==> src/rtl/mem_arb_pkg.sv <==
// Shared types for the IFU/LSU memory arbiter: requester IDs, lock FSM states
// and the default read-outstanding depth.
package mem_arb_pkg;

    typedef enum logic {MID_IFU, MID_LSU} mem_mid_e;

    typedef enum logic {ARB_IDLE, ARB_LOCKED} arb_state_e;

    localparam int MEM_ARB_MAX_OUTSTANDING_DEF = 4;

    function automatic mem_mid_e other_mid(input mem_mid_e id);
        return (id == MID_IFU) ? MID_LSU : MID_IFU;
    endfunction

endpackage

==> src/rtl/mem_port_if.sv <==
// MemPort: valid/ready request channel with byte enables plus an
// unflow-controlled rvalid/rdata response channel.
interface MemPort #(
    parameter int ADDR_W = 32,
    parameter int DATA_W = 32
);
    logic                  valid;
    logic                  ready;
    logic                  write_en;
    logic [DATA_W/8-1:0]   byte_en;
    logic [ADDR_W-1:0]     addr;
    logic [DATA_W-1:0]     wdata;
    logic                  rvalid;
    logic [DATA_W-1:0]     rdata;

    modport Master (
        output valid, write_en, byte_en, addr, wdata,
        input  ready, rvalid, rdata
    );

    modport Slave (
        input  valid, write_en, byte_en, addr, wdata,
        output ready, rvalid, rdata
    );
endinterface

==> src/rtl/mem_arb_idfifo.sv <==
// In-order owner FIFO: records which requester issued each outstanding read so
// responses can be steered back. Pointers wrap naturally over a power-of-two depth.
module mem_arb_idfifo
    import mem_arb_pkg::*;
#(
    parameter int DEPTH = MEM_ARB_MAX_OUTSTANDING_DEF,
    parameter int CNT_W = $clog2(DEPTH + 1)
) (
    input  logic             clk,
    input  logic             rst,
    input  logic             push,
    input  logic             pop,
    input  mem_mid_e         din,
    output mem_mid_e         dout,
    output logic             full,
    output logic             empty,
    output logic [CNT_W-1:0] count
);

    localparam int PTR_W = $clog2(DEPTH);

    mem_mid_e         mem_q [DEPTH];
    logic [PTR_W-1:0] wr_ptr;
    logic [PTR_W-1:0] rd_ptr;
    logic             push_ok;
    logic             pop_ok;

    assign full    = (count == CNT_W'(DEPTH));
    assign empty   = (count == '0);
    assign push_ok = push && !full;
    assign pop_ok  = pop && !empty;
    assign dout    = mem_q[rd_ptr];

    always_ff @(posedge clk) begin
        if (push_ok) begin
            mem_q[wr_ptr] <= din;
        end
    end

    always_ff @(posedge clk or posedge rst) begin
        if (rst) begin
            wr_ptr <= '0;
            rd_ptr <= '0;
            count  <= '0;
        end else begin
            if (push_ok) begin
                wr_ptr <= wr_ptr + 1'b1;
            end
            if (pop_ok) begin
                rd_ptr <= rd_ptr + 1'b1;
            end
            case ({push_ok, pop_ok})
                2'b10:   count <= count + 1'b1;
                2'b01:   count <= count - 1'b1;
                default: count <= count;
            endcase
        end
    end

endmodule

==> src/rtl/mem_arbiter.sv <==
// Round-robin IFU/LSU arbiter onto one MemPort with an in-order response owner
// FIFO. Define MEM_ARB_LSU_PRIO_EN for fixed LSU priority instead of round-robin.
//
//   state      | meaning
//   ARB_IDLE   | no request pending; grant chosen freshly each cycle
//   ARB_LOCKED | granted request presented but not accepted; grant pinned to lock_id
module mem_arbiter
    import mem_arb_pkg::*;
#(
    parameter int MAX_OUTSTANDING = MEM_ARB_MAX_OUTSTANDING_DEF,
    parameter int CNT_W           = $clog2(MAX_OUTSTANDING + 1)
) (
    input  logic             clk,
    input  logic             rst,
    MemPort.Slave            from_ifu,
    MemPort.Slave            from_lsu,
    MemPort.Master           to_mem,
    output logic [CNT_W-1:0] outstanding,
    output logic             rsp_err
);

    arb_state_e state_q;
    arb_state_e state_d;
    mem_mid_e   last_grant_q;
    mem_mid_e   lock_id_q;
    mem_mid_e   gnt_id;
    mem_mid_e   head_id;
    logic       lock;
    logic       gnt_is_lsu;
    logic       gnt_valid;
    logic       gnt_we;
    logic       gnt_ready;
    logic       rd_block;
    logic       accept;
    logic       fifo_full;
    logic       fifo_empty;
    logic       push;
    logic       pop;
    logic       rsp_ok;

    always_comb begin
        gnt_id = other_mid(last_grant_q);
        if (lock) begin
            gnt_id = lock_id_q;
        end else if (from_ifu.valid && !from_lsu.valid) begin
            gnt_id = MID_IFU;
        end else if (from_lsu.valid && !from_ifu.valid) begin
            gnt_id = MID_LSU;
        end else if (from_ifu.valid && from_lsu.valid) begin
`ifdef MEM_ARB_LSU_PRIO_EN
            gnt_id = MID_LSU;
`else
            gnt_id = other_mid(last_grant_q);
`endif
        end
    end

    assign gnt_is_lsu = (gnt_id == MID_LSU);
    assign gnt_valid  = gnt_is_lsu ? from_lsu.valid    : from_ifu.valid;
    assign gnt_we     = gnt_is_lsu ? from_lsu.write_en : from_ifu.write_en;

    // Full-stall uses registered occupancy so rvalid never reaches ready combinationally.
    assign rd_block  = fifo_full && !gnt_we;
    assign gnt_ready = to_mem.ready && !rd_block && !rst;
    assign accept    = gnt_valid && gnt_ready;

    assign to_mem.valid    = gnt_valid && !rd_block && !rst;
    assign to_mem.write_en = gnt_we;
    assign to_mem.byte_en  = gnt_is_lsu ? from_lsu.byte_en : from_ifu.byte_en;
    assign to_mem.addr     = gnt_is_lsu ? from_lsu.addr    : from_ifu.addr;
    assign to_mem.wdata    = gnt_is_lsu ? from_lsu.wdata   : from_ifu.wdata;

    assign from_ifu.ready = gnt_ready && !gnt_is_lsu;
    assign from_lsu.ready = gnt_ready && gnt_is_lsu;

    assign push   = accept && !gnt_we;
    assign pop    = to_mem.rvalid && !fifo_empty;
    assign rsp_ok = pop && !rst;

    assign from_ifu.rvalid = rsp_ok && (head_id == MID_IFU);
    assign from_lsu.rvalid = rsp_ok && (head_id == MID_LSU);
    assign from_ifu.rdata  = from_ifu.rvalid ? to_mem.rdata : '0;
    assign from_lsu.rdata  = from_lsu.rvalid ? to_mem.rdata : '0;

    always_ff @(posedge clk or posedge rst) begin
        if (rst) begin
            state_q <= ARB_IDLE;
        end else begin
            state_q <= state_d;
        end
    end

    always_comb begin
        state_d = state_q;
        case (state_q)
            ARB_IDLE:   if (gnt_valid && !accept) state_d = ARB_LOCKED;
            ARB_LOCKED: if (accept)               state_d = ARB_IDLE;
            default:    state_d = ARB_IDLE;
        endcase
    end

    always_comb begin
        lock = (state_q == ARB_LOCKED);
    end

    always_ff @(posedge clk or posedge rst) begin
        if (rst) begin
            last_grant_q <= MID_LSU;
            lock_id_q    <= MID_IFU;
            rsp_err      <= 1'b0;
        end else begin
            if (accept) begin
                last_grant_q <= gnt_id;
            end
            if (state_q == ARB_IDLE && state_d == ARB_LOCKED) begin
                lock_id_q <= gnt_id;
            end
            if (to_mem.rvalid && fifo_empty) begin
                rsp_err <= 1'b1;
            end
        end
    end

    mem_arb_idfifo #(
        .DEPTH (MAX_OUTSTANDING),
        .CNT_W (CNT_W)
    ) u_idfifo (
        .clk   (clk),
        .rst   (rst),
        .push  (push),
        .pop   (pop),
        .din   (gnt_id),
        .dout  (head_id),
        .full  (fifo_full),
        .empty (fifo_empty),
        .count (outstanding)
    );

endmodule

==> src/flat_wrapper.sv <==
// flat-port wrapper written by rule: the top's interface ports become plain ports
module mem_arbiter_flat import mem_arb_pkg::*;
#(
    parameter int MAX_OUTSTANDING = MEM_ARB_MAX_OUTSTANDING_DEF,
    parameter int CNT_W           = $clog2(MAX_OUTSTANDING + 1)
)
  (clk, rst, outstanding, rsp_err, from_ifu_valid, from_ifu_write_en, from_ifu_byte_en, from_ifu_addr, from_ifu_wdata, from_ifu_ready, from_ifu_rvalid, from_ifu_rdata, from_lsu_valid, from_lsu_write_en, from_lsu_byte_en, from_lsu_addr, from_lsu_wdata, from_lsu_ready, from_lsu_rvalid, from_lsu_rdata, to_mem_valid, to_mem_write_en, to_mem_byte_en, to_mem_addr, to_mem_wdata, to_mem_ready, to_mem_rvalid, to_mem_rdata);
  MemPort from_ifu_i ();
  MemPort from_lsu_i ();
  MemPort to_mem_i ();
  input  logic clk;
  input  logic rst;
  output logic [CNT_W-1:0] outstanding;
  output logic rsp_err;
  input wire logic [$bits(from_ifu_i.valid)-1:0] from_ifu_valid;
  input wire logic [$bits(from_ifu_i.write_en)-1:0] from_ifu_write_en;
  input wire logic [$bits(from_ifu_i.byte_en)-1:0] from_ifu_byte_en;
  input wire logic [$bits(from_ifu_i.addr)-1:0] from_ifu_addr;
  input wire logic [$bits(from_ifu_i.wdata)-1:0] from_ifu_wdata;
  output wire logic [$bits(from_ifu_i.ready)-1:0] from_ifu_ready;
  output wire logic [$bits(from_ifu_i.rvalid)-1:0] from_ifu_rvalid;
  output wire logic [$bits(from_ifu_i.rdata)-1:0] from_ifu_rdata;
  input wire logic [$bits(from_lsu_i.valid)-1:0] from_lsu_valid;
  input wire logic [$bits(from_lsu_i.write_en)-1:0] from_lsu_write_en;
  input wire logic [$bits(from_lsu_i.byte_en)-1:0] from_lsu_byte_en;
  input wire logic [$bits(from_lsu_i.addr)-1:0] from_lsu_addr;
  input wire logic [$bits(from_lsu_i.wdata)-1:0] from_lsu_wdata;
  output wire logic [$bits(from_lsu_i.ready)-1:0] from_lsu_ready;
  output wire logic [$bits(from_lsu_i.rvalid)-1:0] from_lsu_rvalid;
  output wire logic [$bits(from_lsu_i.rdata)-1:0] from_lsu_rdata;
  output wire logic [$bits(to_mem_i.valid)-1:0] to_mem_valid;
  output wire logic [$bits(to_mem_i.write_en)-1:0] to_mem_write_en;
  output wire logic [$bits(to_mem_i.byte_en)-1:0] to_mem_byte_en;
  output wire logic [$bits(to_mem_i.addr)-1:0] to_mem_addr;
  output wire logic [$bits(to_mem_i.wdata)-1:0] to_mem_wdata;
  input wire logic [$bits(to_mem_i.ready)-1:0] to_mem_ready;
  input wire logic [$bits(to_mem_i.rvalid)-1:0] to_mem_rvalid;
  input wire logic [$bits(to_mem_i.rdata)-1:0] to_mem_rdata;
  assign from_ifu_i.valid = from_ifu_valid;
  assign from_ifu_i.write_en = from_ifu_write_en;
  assign from_ifu_i.byte_en = from_ifu_byte_en;
  assign from_ifu_i.addr = from_ifu_addr;
  assign from_ifu_i.wdata = from_ifu_wdata;
  assign from_ifu_ready = from_ifu_i.ready;
  assign from_ifu_rvalid = from_ifu_i.rvalid;
  assign from_ifu_rdata = from_ifu_i.rdata;
  assign from_lsu_i.valid = from_lsu_valid;
  assign from_lsu_i.write_en = from_lsu_write_en;
  assign from_lsu_i.byte_en = from_lsu_byte_en;
  assign from_lsu_i.addr = from_lsu_addr;
  assign from_lsu_i.wdata = from_lsu_wdata;
  assign from_lsu_ready = from_lsu_i.ready;
  assign from_lsu_rvalid = from_lsu_i.rvalid;
  assign from_lsu_rdata = from_lsu_i.rdata;
  assign to_mem_valid = to_mem_i.valid;
  assign to_mem_write_en = to_mem_i.write_en;
  assign to_mem_byte_en = to_mem_i.byte_en;
  assign to_mem_addr = to_mem_i.addr;
  assign to_mem_wdata = to_mem_i.wdata;
  assign to_mem_i.ready = to_mem_ready;
  assign to_mem_i.rvalid = to_mem_rvalid;
  assign to_mem_i.rdata = to_mem_rdata;
  mem_arbiter #(.MAX_OUTSTANDING(MAX_OUTSTANDING), .CNT_W(CNT_W)) u_core (.clk(clk), .rst(rst), .from_ifu(from_ifu_i), .from_lsu(from_lsu_i), .to_mem(to_mem_i), .outstanding(outstanding), .rsp_err(rsp_err));
endmodule
==> config.mk <==
export PLATFORM = sky130hd
export DESIGN_NAME = mem_arbiter_flat
export DESIGN_NICKNAME = d
export VERILOG_FILES = /design/src/rtl/mem_arb_pkg.sv /design/src/rtl/mem_port_if.sv /design/src/rtl/mem_arb_idfifo.sv /design/src/rtl/mem_arbiter.sv /design/src/flat_wrapper.sv
export SDC_FILE = /design/constraint.sdc
export NUM_CORES = 1
export LEC_CHECK = 0
export ABC_AREA = 0
export BUFFER_PORTS_ARGS = -buffer_cell sky130_fd_sc_hd__buf_4
export CORE_AREA = 2 2 122 124
export DETAILED_ROUTE_END_ITERATION = 16
export DIE_AREA = 0 0 124 126
export GPL_TIMING_DRIVEN = 0
export PLACE_DENSITY = 0.45
export SYNTH_ARGS = -nofsm -noshare
export SYNTH_HDL_FRONTEND = slang
export SYNTH_SLANG_ARGS = --single-unit
==> constraint.sdc <==
create_clock -name clk -period 7.5 [get_ports clk]
set_clock_uncertainty 0.2 [all_clocks]
set_input_delay 1.875 -clock clk [delete_from_list [all_inputs] [get_ports clk]]
set_output_delay 1.875 -clock clk [all_outputs]
set_load 0.02 [all_outputs]
==> results of run 1 <==
==> kinds of logic after synthesis <==
family	Yosys count
compound gates	13
flops	15
simple gates	296
xor+xnor	6
mux	4
buf+inv	31
fa+ha+maj	6
==> synth_stat cells, drive strengths merged, types with 3 or more instances <==
master and n:
and2 69, dfrtp 10, nand2 211, nand2b 3, xnor2 4, edfxtp 4
ha 5, clkbuf 20, nor2 4, nor3 3, inv 11
==> layer usage <==
layer	part of all wire, %	up-vias	routed length (µm)
met4	1.1	0	138
met2	55	199	6620
met5	0	-	0
met1	32	1461	3840
met3	12	9	1450
li1	-	1771	-
==> through the flow <==
step / power, µW / instances / cell area [µm²] / hold slack [ns] / utilization, %
final: 1460 / 876 / 4830 / 0.260 / 33.7
after global routing: 1580 / 876 / 4830 / 0.282 / 33.7
after CTS: 1480 / 876 / 4830 / 0.263 / 33.7
after detailed placement: 1370 / 872 / 4750 / 0.252 / 33.2
after global placement: 1360 / 872 / 4750 / 0.246 / 33.2
after floorplan: 820 / 371 / 2140 / 0.253 / -
==> power breakdown <==
part	total, µW	leakage, µW	internal [µW]	switching (µW)
logic	1200	0.00263	486	712
clock network	105	0.0000409	71.3	34.0
registers	153	0.000160	120	32.5
total	1460	0.00283	677	778
==> worst register-to-register path: stages (launching register included) <==
cell and delay (ns):
dfrtp_1 0.44, inv_1 0.14, o211ai_1 0.11, a32o_2 0.35
nor3_4 0.33, inv_1 0.08, ha_1 0.22, inv_1 0.08
fa_1 0.18, xor2_1 0.15, nor2_1 0.07, xor2_1 0.14
==> cell type report <==
| class | count | area, µm² |
|---|---|---|
| clock inverters | 1 | 5.00 |
| repair buffers | 317 | 2380 |
| clock buffers | 3 | 75.1 |
| fillers | 1587 | 9480 |
| plain buffers | 20 | 75.1 |
| inverters | 11 | 41.3 |
| flip-flops and latches | 15 | 397 |
| multi-input cells | 325 | 1630 |
| well taps | 184 | 230 |
==> cells in the final DEF, fill, tap and decap left out, types with 2 or more instances in the layout <==
master	instances
clkbuf_16	3
edfxtp_1	4
mux2i_1	2
clkbuf_1	20
nand2_1	211
nor2b_1	2
dfrtp_1	10
buf_4	317
ha_1	5
a21boi_0	2
inv_1	10
and2_1	69
xor2_1	2
nand2b_1	3
nor2_1	4
and3_1	2
xnor2_1	4
==> flip-flops by register name (all words and copies together), names as in the netlist <==
register and cells:
u_core.u_idfifo.mem_q 4, u_core.rsp_err 1, u_core.lock 1, u_core.last_grant_q 1, u_core.u_idfifo.rd_ptr 2, u_core.u_idfifo.count 3
u_core.lock_id_q 1, u_core.u_idfifo.wr_ptr 2
==> how the worst min path moves through the flow <==
stage,startpoint,to,depth (start not counted)
after floorplan,u_core.u_idfifo.rd_ptr[1]$_DFFE_PP0P_,u_core.u_idfifo.rd_ptr[1]$_DFFE_PP0P_,1
after global placement,u_core.rsp_err$_DFFE_PP0P_,u_core.rsp_err$_DFFE_PP0P_,1
after detailed placement,u_core.rsp_err$_DFFE_PP0P_,u_core.rsp_err$_DFFE_PP0P_,1
after CTS,u_core.rsp_err$_DFFE_PP0P_,u_core.rsp_err$_DFFE_PP0P_,1
after global routing,u_core.rsp_err$_DFFE_PP0P_,u_core.rsp_err$_DFFE_PP0P_,1
final,u_core.rsp_err$_DFFE_PP0P_,u_core.rsp_err$_DFFE_PP0P_,1
==> results.md, run 1 <==
- Largest family of logic cells by synthesized area: simple AND/OR/NAND/NOR gates
- I/O Buffers: 317
- Max Freq: 0.176 GHz
- Simple-gate area share of the yosys netlist: 61.9%
- Worst skew pair latency: 0.25 ns
- Clk pin slew, worst setup/hold paths: 0.05 ns
- Layout cells sized above 1: 47.7%
- Pre-CTS setup slack: 1.71 ns
- Crit path cell chain: buf_4 > nor2b_1 > o211ai_1 > nand2_1 > inv_2 > clkbuf_1 > nand2_1 > nand2_1 > buf_4
- Post-synthesis area per instance: 5.77 µm²
- FF+latch count, synth: 15
- Die Span Y: 126 µm
- Row Count: 44
- Most Crowded Layer GR: met2
- Worst R2R Start: u_core.lock$_DFF_PP0_
- Yosys cell types: 36
- Final setup TNS: 0 ns
- WP data required: 5.43 ns
- Critical path class: primary input to output port
- Unrepaired setup endpoints after global routing: no
- Fin. max-slew vios: 0
- Largest net degree at the start of global routing: 14
- Global-route met3 utilization: 3.89%
- Syn nets: 553
- Clock Path Buffers: 2
- Final setup fails: 0
- Worst reg2reg endpoint: u_core.u_idfifo.count[2]$_DFFE_PP0P_
- Routability cong.: 0.816
- Detailed-placement wirelength estimate: 10.7 mm
- H-tree level count: 1
- CP dominant cell by count: nand2_1
- CP peak stage delay: 0.50 ns
- Clock root buffer: clkbuf_16
- ANT cells: 0
- Resized Gates After CTS: 0
- Die Wd: 124 µm
- Post-CTS Hold Fix Bufs: 0
- Gate Count Post-Synth: 371
- Synthesized area: 2140 µm²
- Maximum vdd drop: 142 µV
- FF-to-FF path depth: 11
- Total track usage: 14.2%
- Status: complete, no violations
- Initial Utilization: 14.9%
- Fin crit period: 5.69 ns
- Final hold vios: 0
- Initial DRC Count: 99
- DRC viols: 0
- Power per Cell Area: 301 nW/µm²
- Complex-gate fraction of the synthesized area: 5.26%
- Drt first pass iters: 4
- Yosys top cell by area: nand2_1
- Synth area leaders: nand2_1, and2_1, dfrtp_1
- Vias in the first global route: 3394
- Met1 Use GR: 13.2%
- Slowest CP cell: clkbuf_1
- Via count: 3440
- Crit path launch type: primary input
- Ys async rst share: 73.3%
- Reg2reg setup slack: 4.88 ns
- Mux contribution to synthesized area: 2.51%
- Synthesis Warnings: 0
- Synth Area in XOR/XNOR: 2.46%
- Hold crit path type: flop to flop
- Antenna-violating nets left: 0
- Leak: 0.00283 µW
- Die footprint: 15600 µm²
- Least-Margin Pin Slew: 0.609 ns
- Seq/Total Area, Yosys: 18.5%
- Worst path arrival time: 3.61 ns
- Fin crit share: 75.8%
- Num CTS Buffers: 3
- Routed length per placed instance: 13.8 µm
- Worst Path Buf+Inv: 4
- Initial antenna violation count: 0
- Final WS setup: 1.81 ns
- CP delay by family, top: buffers and inverters
- Share of the synthesized area in the top cell type: 37.0%
- Clock sinks: 15
- First-pass GRT wire length: 17.1 mm
- GRT met2 Usage: 29.3%
- Most used DFF post-synth: dfrtp_1
- Slew HR: 59.4%
- Setup Fix Bufs, Post-CTS: 0
- Area Overhead vs Synth: 126%
- Worst Setup EP: to_mem_addr[11]
- Number of I/O pins: 318
- Total routed wirelength: 12.1 mm
- Fin nets: 875
- Post-synth EDFFs: 4
- Adder and majority gate portion of the synthesized area: 3.86%
- CTS tree: done
- Vias per cell: 3.93
- Max_cap viols: 0
- Critical Path Start: from_ifu_valid
- Total congestion overflow: 0
- Crit path max fanout: 13
- Core area: 14300 µm²
- Crit. End Element: output port
- Critical path depth in cells: 9
Power figures use the tool's default switching activity.
==> run 2, diff against run 1 <==
Settings changed: ABC_AREA 0 to 1, CORE_AREA 2 2 122 124 to 2 2 124 126, DIE_AREA 0 0 124 126 to 0 0 126 128, PLACE_DENSITY 0.45 to 0.43.
Clock period 7.5 ns to 5.8 ns, I/O delays scaled along.
==> run 2 against run 1 <==
Cell count grew 7.2%. Sequential cell count is the same. Final area shrank 0.13%. Highest routed layer unchanged.
==> results.md, run 2 <==
- Syn nets: 612
- Fin crit period: 4.42 ns
- Routability cong.: 0.813
- Number of I/O pins: 318
- Worst skew pair latency: 0.25 ns
- Die footprint: 16100 µm²
- Clk pin slew, worst setup/hold paths: 0.05 ns
- Leak: 0.00306 µW
- Initial antenna violation count: 0
- Total congestion overflow: 0
- Detailed-placement wirelength estimate: 11.1 mm
- Via count: 3606
- Final Instance Count excl. Fillers: 939
- Worst Path Buf+Inv: 5
- Vias per cell: 3.84
- Pre-CTS setup slack: 1.30 ns
- Antenna-violating nets left: 0
- Final setup fails: 0
- Gate Count Post-Synth: 430
- Synth area leaders: nand2_1, nor2_1, dfrtp_1
- First-pass GRT wire length: 18.0 mm
- Most used DFF post-synth: dfrtp_1
- Row Count: 45
- Vias in the first global route: 3403
- Num CTS Buffers: 3
- Status: complete, no violations
- Commonest cells after routing, fill and taps aside: buf_4, nand2_1, nor2_1
- Slew HR: 68.2%
- Yosys top cell by area: nand2_1
- CTS tree: done
- Power per Cell Area: 488 nW/µm²
- Die Span Y: 128 µm
- H-tree level count: 1
- Max_cap viols: 0
- Post-synth EDFFs: 4
- Maximum vdd drop: 191 µV
- ANT cells: 0
- Drt first pass iters: 4
- Synth Area in XOR/XNOR: 1.23%
- Ys async rst share: 73.3%
- Largest net degree at the start of global routing: 14
- Post-CTS Hold Fix Bufs: 0
- Unrepaired setup endpoints after global routing: no
- Fin. max-slew vios: 0
- Total Power: 2350 µW
- Core area: 14900 µm²
- Complex-gate fraction of the synthesized area: 2.76%
- Crit path max fanout: 10
- Largest Register: u_core.u_idfifo.mem_q
- CP delay by family, top: buffers and inverters
- I/O Buffers: 317
- Clock sinks: 15
- Placed cell area: 4740 µm²
- Area Overhead vs Synth: 126%
- Slowest CP cell: buf_2
- Area of the multi-input gates: 1400 µm²
- CP dominant cell by count: nand2_1
- FF+latch count, synth: 15
- Most used standard cell by instance count after synthesis: nand2_1
- Adder and majority gate portion of the synthesized area: 3.88%
- Least-Margin Pin Slew: 0.477 ns
- Setup Fix Bufs, Post-CTS: 0
- Total track usage: 14.0%
- Design area: 4820 µm²
- Top flop regs: u_core.u_idfifo.mem_q: 4 flops, u_core.u_idfifo.count: 3 flops
- Sequential Area: 397 µm²
- Largest family of logic cells by synthesized area: simple AND/OR/NAND/NOR gates
- Crit. End Element: output port
- Final WS setup: 1.38 ns
- Total routed wirelength: 12.5 mm
- Yosys cell types: 27
- Seq/Total Area, Yosys: 18.6%
- WP data required: 4.15 ns
- Clock Path Buffers: 2
- Resized Gates After CTS: 0
- Clock root buffer: clkbuf_16
- Routed length per placed instance: 13.3 µm
- Placed Cells: 935
- Commonest non-fill, non-tap cell in the layout: buf_4
- Fin nets: 934
- Leading cell types by count after synthesis: nand2_1, nor2_1, inv_1
- Die Wd: 126 µm
- # fillers: 1654
- Fin crit share: 76.2%
- Initial Utilization: 14.3%
- Hold crit path type: flop to flop
- Worst path arrival time: 2.77 ns
- Mux contribution to synthesized area: 0%
- Final setup TNS: 0 ns
- Max Freq: 0.226 GHz
- Crit path cell chain: buf_4 > nand2_1 > nand2_1 > nand3_1 > nand2_2 > buf_6 > inv_2 > buf_2 > nand2_1 > nand2_1 > buf_4
- Final hold vios: 0
- Flip-flop count of the largest register after layout: 4
- Simple-gate area share of the yosys netlist: 57.9%
- Synthesis Warnings: 0
- Post-synthesis area per instance: 4.95 µm²
- Synthesized area: 2130 µm²
- CP peak stage delay: 0.25 ns
- Critical path class: primary input to output port
- Initial DRC Count: 135
- DRC viols: 0
- Layout cells sized above 1: 46.5%
- Crit path launch type: primary input
- Share of the synthesized area in the top cell type: 40.0%
==> run 2: cell count changes after synthesis, moves of 3 or more <==
| cell | previous run | this run |
|---|---|---|
| nand2_2 | 0 | 3 |
| nand2_1 | 211 | 227 |
| nand2b_1 | 3 | 0 |
| inv_1 | 10 | 56 |
| xnor2_1 | 4 | 1 |
| buf_2 | 0 | 20 |
| and2_1 | 69 | 0 |
| nor2_1 | 4 | 76 |
| clkbuf_1 | 20 | 0 |
| nand3_1 | 1 | 7 |
==> run 2: layout make-up <==
class,instances,area share (%)
repair buffers,317,49.3
well taps,188,4.88
clock buffers,4,1.63
multi-input cells,335,29.0
flip-flops and latches,15,8.22
inverters,59,4.59
plain buffers,21,2.31
==> run 2: cells by family (layout without fill, tap and decap cells) <==
kind of cell / after synthesis / count (layout)
simple gates: 317 / 317
buf+inv: 80 / 401
flops: 15 / 15
compound gates: 9 / 9
fa+ha+maj: 6 / 6
xor+xnor: 3 / 3
==> run 2: final timing paths <==
path / startpoint / slack (ns) / endpoint / cells after the start
min in group asynchronous: rst / 1.05 / u_core.u_idfifo.rd_ptr[0]$_DFFE_PP0P_ / 2
max reg2reg: u_core.last_grant_q$_DFFE_PP1N_ / 3.21 / u_core.u_idfifo.count[2]$_DFFE_PP0P_ / 12
min: u_core.rsp_err$_DFFE_PP0P_ / 0.27 / u_core.rsp_err$_DFFE_PP0P_ / 1
max: from_ifu_valid / 1.38 / to_mem_wdata[18] / 11
min reg2reg: u_core.rsp_err$_DFFE_PP0P_ / 0.27 / u_core.rsp_err$_DFFE_PP0P_ / 1
max in group asynchronous: rst / 4.00 / u_core.last_grant_q$_DFFE_PP1N_ / 2
==> run 2: per-layer routing <==
layer	global-route usage [%]	up-vias	wire (µm)
met5	0	-	0
met4	2.71	0	160
met3	3.01	8	1090
met2	26.9	178	6710
met1	15.8	1532	4540
li1	-	1888	-
==> run 2: per-stage QoR <==
step | hold slack, ns | util (%)
3_5_place_dp | 0.259 | 31.9
5_1_grt | 0.301 | 32.4
3_3_place_gp | 0.257 | 31.9
6_report | 0.265 | 32.4
2_1_floorplan | 0.242 | -
4_1_cts | 0.270 | 32.4
==> run 2: power breakdown <==
group	switching (µW)	internal, µW
Clock	41.8	93.1
Sequential	34.7	157
Combinational	1250	782
==> run 3, diff against run 2 <==
Settings changed: CORE_AREA 2 2 124 126 to 2 2 123 125, DIE_AREA 0 0 126 128 to 0 0 125 127, PLACE_DENSITY 0.43 to 0.46.
Clock period 5.8 ns to 3.65 ns, I/O delays scaled along.
==> run 3 against run 2 <==
Cell count is 0.43% lower. Via count grew 1.8%. Clock-buffer cell count did not move. Final area decreased by 0.10%. Critical path depth is the same. Sequential power increased by 58%. First-iteration DRC count rose by 3.0%. Largest cell class unchanged. Combinational power increased by 60%. Register-to-register slack got worse by 2.1 ns. Total power is 60% higher. Die area is 1.6% lower.
==> results.md, run 3 (synthesized netlist as in run 2, its figures left out) <==
- Total congestion overflow: 0
- Largest Register: u_core.u_idfifo.mem_q
- Fin crit share: 92.2%
- Final Util: 33.4%
- Total routed wirelength: 12.6 mm
- Number of I/O pins: 318
- Layout cells sized above 1: 46.5%
- Worst R2R Start: u_core.last_grant_q$_DFFE_PP1N_
- Die Span Y: 127 µm
- Final setup TNS: 0 ns
- DRC viols: 0
- Resized Gates After CTS: 0
- Clock share of power: 5.7%
- Unrepaired setup endpoints after global routing: no
- Fin crit period: 3.37 ns
- Fin. max-slew vios: 0
- Flip-flop count of the largest register after layout: 4
- Vias per cell: 3.93
- CTS tree: done
- Area of the multi-input gates: 1400 µm²
- Setup Fix Bufs, Post-CTS: 0
- Clock root buffer: clkbuf_16
- Crit. End Element: output port
- Combinational power share: 86.3%
- Final setup fails: 0
- Seq pwr share: 8.0%
- Int Pwr: 1640 µW
- Crit path max fanout: 10
- Routed length per placed instance: 13.5 µm
- Power per Cell Area: 781 nW/µm²
- Worst Hold Endpoint: u_core.rsp_err$_DFFE_PP0P_
- Crit path launch type: primary input
- Detailed-placement wirelength estimate: 11.0 mm
- Sequential Area: 397 µm²
- Slew HR: 69.6%
- WP data required: 2.54 ns
- Leak: 0.00306 µW
- Reg2reg setup slack: 1.11 ns
- Psw: 2120 µW
- Via count: 3672
- Core area: 14400 µm²
- Commonest non-fill, non-tap cell in the layout: buf_4
- Critical path class: primary input to output port
- Clock sinks: 15
- Max_cap viols: 0
- Hold Crit Depth: 1
- Initial antenna violation count: 0
- I/O Buffers: 317
- Final hold vios: 0
- Clk pin slew, worst setup/hold paths: 0.05 ns
- Row Count: 44
- Hold Crit Start: u_core.rsp_err$_DFFE_PP0P_
- Maximum vdd drop: 453 µV
- Die footprint: 15900 µm²
- Vias in the first global route: 3592
- Largest net degree at the start of global routing: 14
- Clock Path Buffers: 2
- FF-to-FF path depth: 12
- First-pass GRT wire length: 18.9 mm
- Fin nets: 934
- Drt first pass iters: 4
- Antenna-violating nets left: 0
- Status: complete, no violations
- Worst path arrival time: 2.25 ns
- Worst reg2reg endpoint: u_core.u_idfifo.count[1]$_DFFE_PP0P_
- Placed Cells: 931
- Routability cong.: 0.945
- Post-CTS Hold Fix Bufs: 0
- Commonest cells after routing, fill and taps aside: buf_4, nand2_1, nor2_1
- Max Freq: 0.297 GHz
- Initial DRC Count: 139
- Top flop regs: u_core.u_idfifo.mem_q: 4 flops, u_core.u_idfifo.count: 3 flops
- ANT cells: 0
- Worst skew pair latency: 0.24 ns
- H-tree level count: 1
- Pre-CTS setup slack: 0.278 ns
- Final Instance Count excl. Fillers: 935
- Total track usage: 14.5%
- Least-Margin Pin Slew: 0.455 ns
- Num CTS Buffers: 3
- Die Wd: 125 µm
- Switching share of power: 56.4%
- # fillers: 1614
- Hold crit path type: flop to flop
- Area Overhead vs Synth: 126%
- Final WS setup: 0.284 ns
- Initial Utilization: 14.8%
-- run 3: cell counts in the layout (fill, tap and decap cells not counted) --
No cell type changed its count.
-- run 3: worst max-delay path, stage by stage --
cell	delay (ns)
buf_4	0.12
nand2_1	0.06
nand2_1	0.05
nand3_1	0.14
nand2_2	0.08
buf_6	0.15
inv_2	0.14
buf_2	0.26
nand2_1	0.14
nand2_1	0.08
buf_4	0.13
-- run 3: layout make-up --
cell class                      instances  area share [%]
Buffer                                 21            2.31
Timing Repair Buffer                  317            49.4
Tap cell                              184            4.78
Clock buffer                            4            1.64
Sequential cell                        15            8.23
Inverter                               59            4.60
Multi-Input combinational cell        335            29.1
-- run 3: power groups by stage --
| stage | sequential (µW) | clock [µW] | combinational, µW |
|---|---|---|---|
| after CTS | 302 | 217 | 3300 |
| after global placement | 302 | 0 | 3280 |
| after detailed placement | 305 | 0 | 3280 |
| final | 301 | 214 | 3250 |
| after global routing | 312 | 227 | 3540 |
| after floorplan | 317 | 0 | 1820 |
-- run 3: worst max path at each step --
stage | start | end | slack [ns] | cells past startpoint
floorplan | from_ifu_valid | from_ifu_ready | 0.68 | 9
global placement | from_ifu_valid | to_mem_wdata[3] | 0.29 | 11
detailed placement | from_ifu_valid | to_mem_wdata[3] | 0.28 | 11
CTS | from_ifu_valid | to_mem_wdata[3] | 0.27 | 11
global route | from_ifu_valid | to_mem_addr[10] | 0.14 | 11
finish | from_ifu_valid | to_mem_wdata[3] | 0.28 | 11
-- run 3: layer usage --
layer  global-route usage (%)  up-vias  wire (µm)
met5                        0        -          0
met4                     3.53        0        231
met3                     2.76       14        961
met2                     28.0      192       6680
met1                     16.5     1576       4770
li1                         -     1890          -
-- run 3: per-stage QoR --
| stage | hold WS (ns) | total power [µW] | area, µm² |
|---|---|---|---|
| after floorplan | 0.242 | 2140 | 2130 |
| after global placement | 0.258 | 3580 | 4740 |
| after detailed placement | 0.261 | 3580 | 4740 |
| after CTS | 0.271 | 3810 | 4820 |
| after global routing | 0.299 | 4080 | 4820 |
| final | 0.267 | 3760 | 4820 |
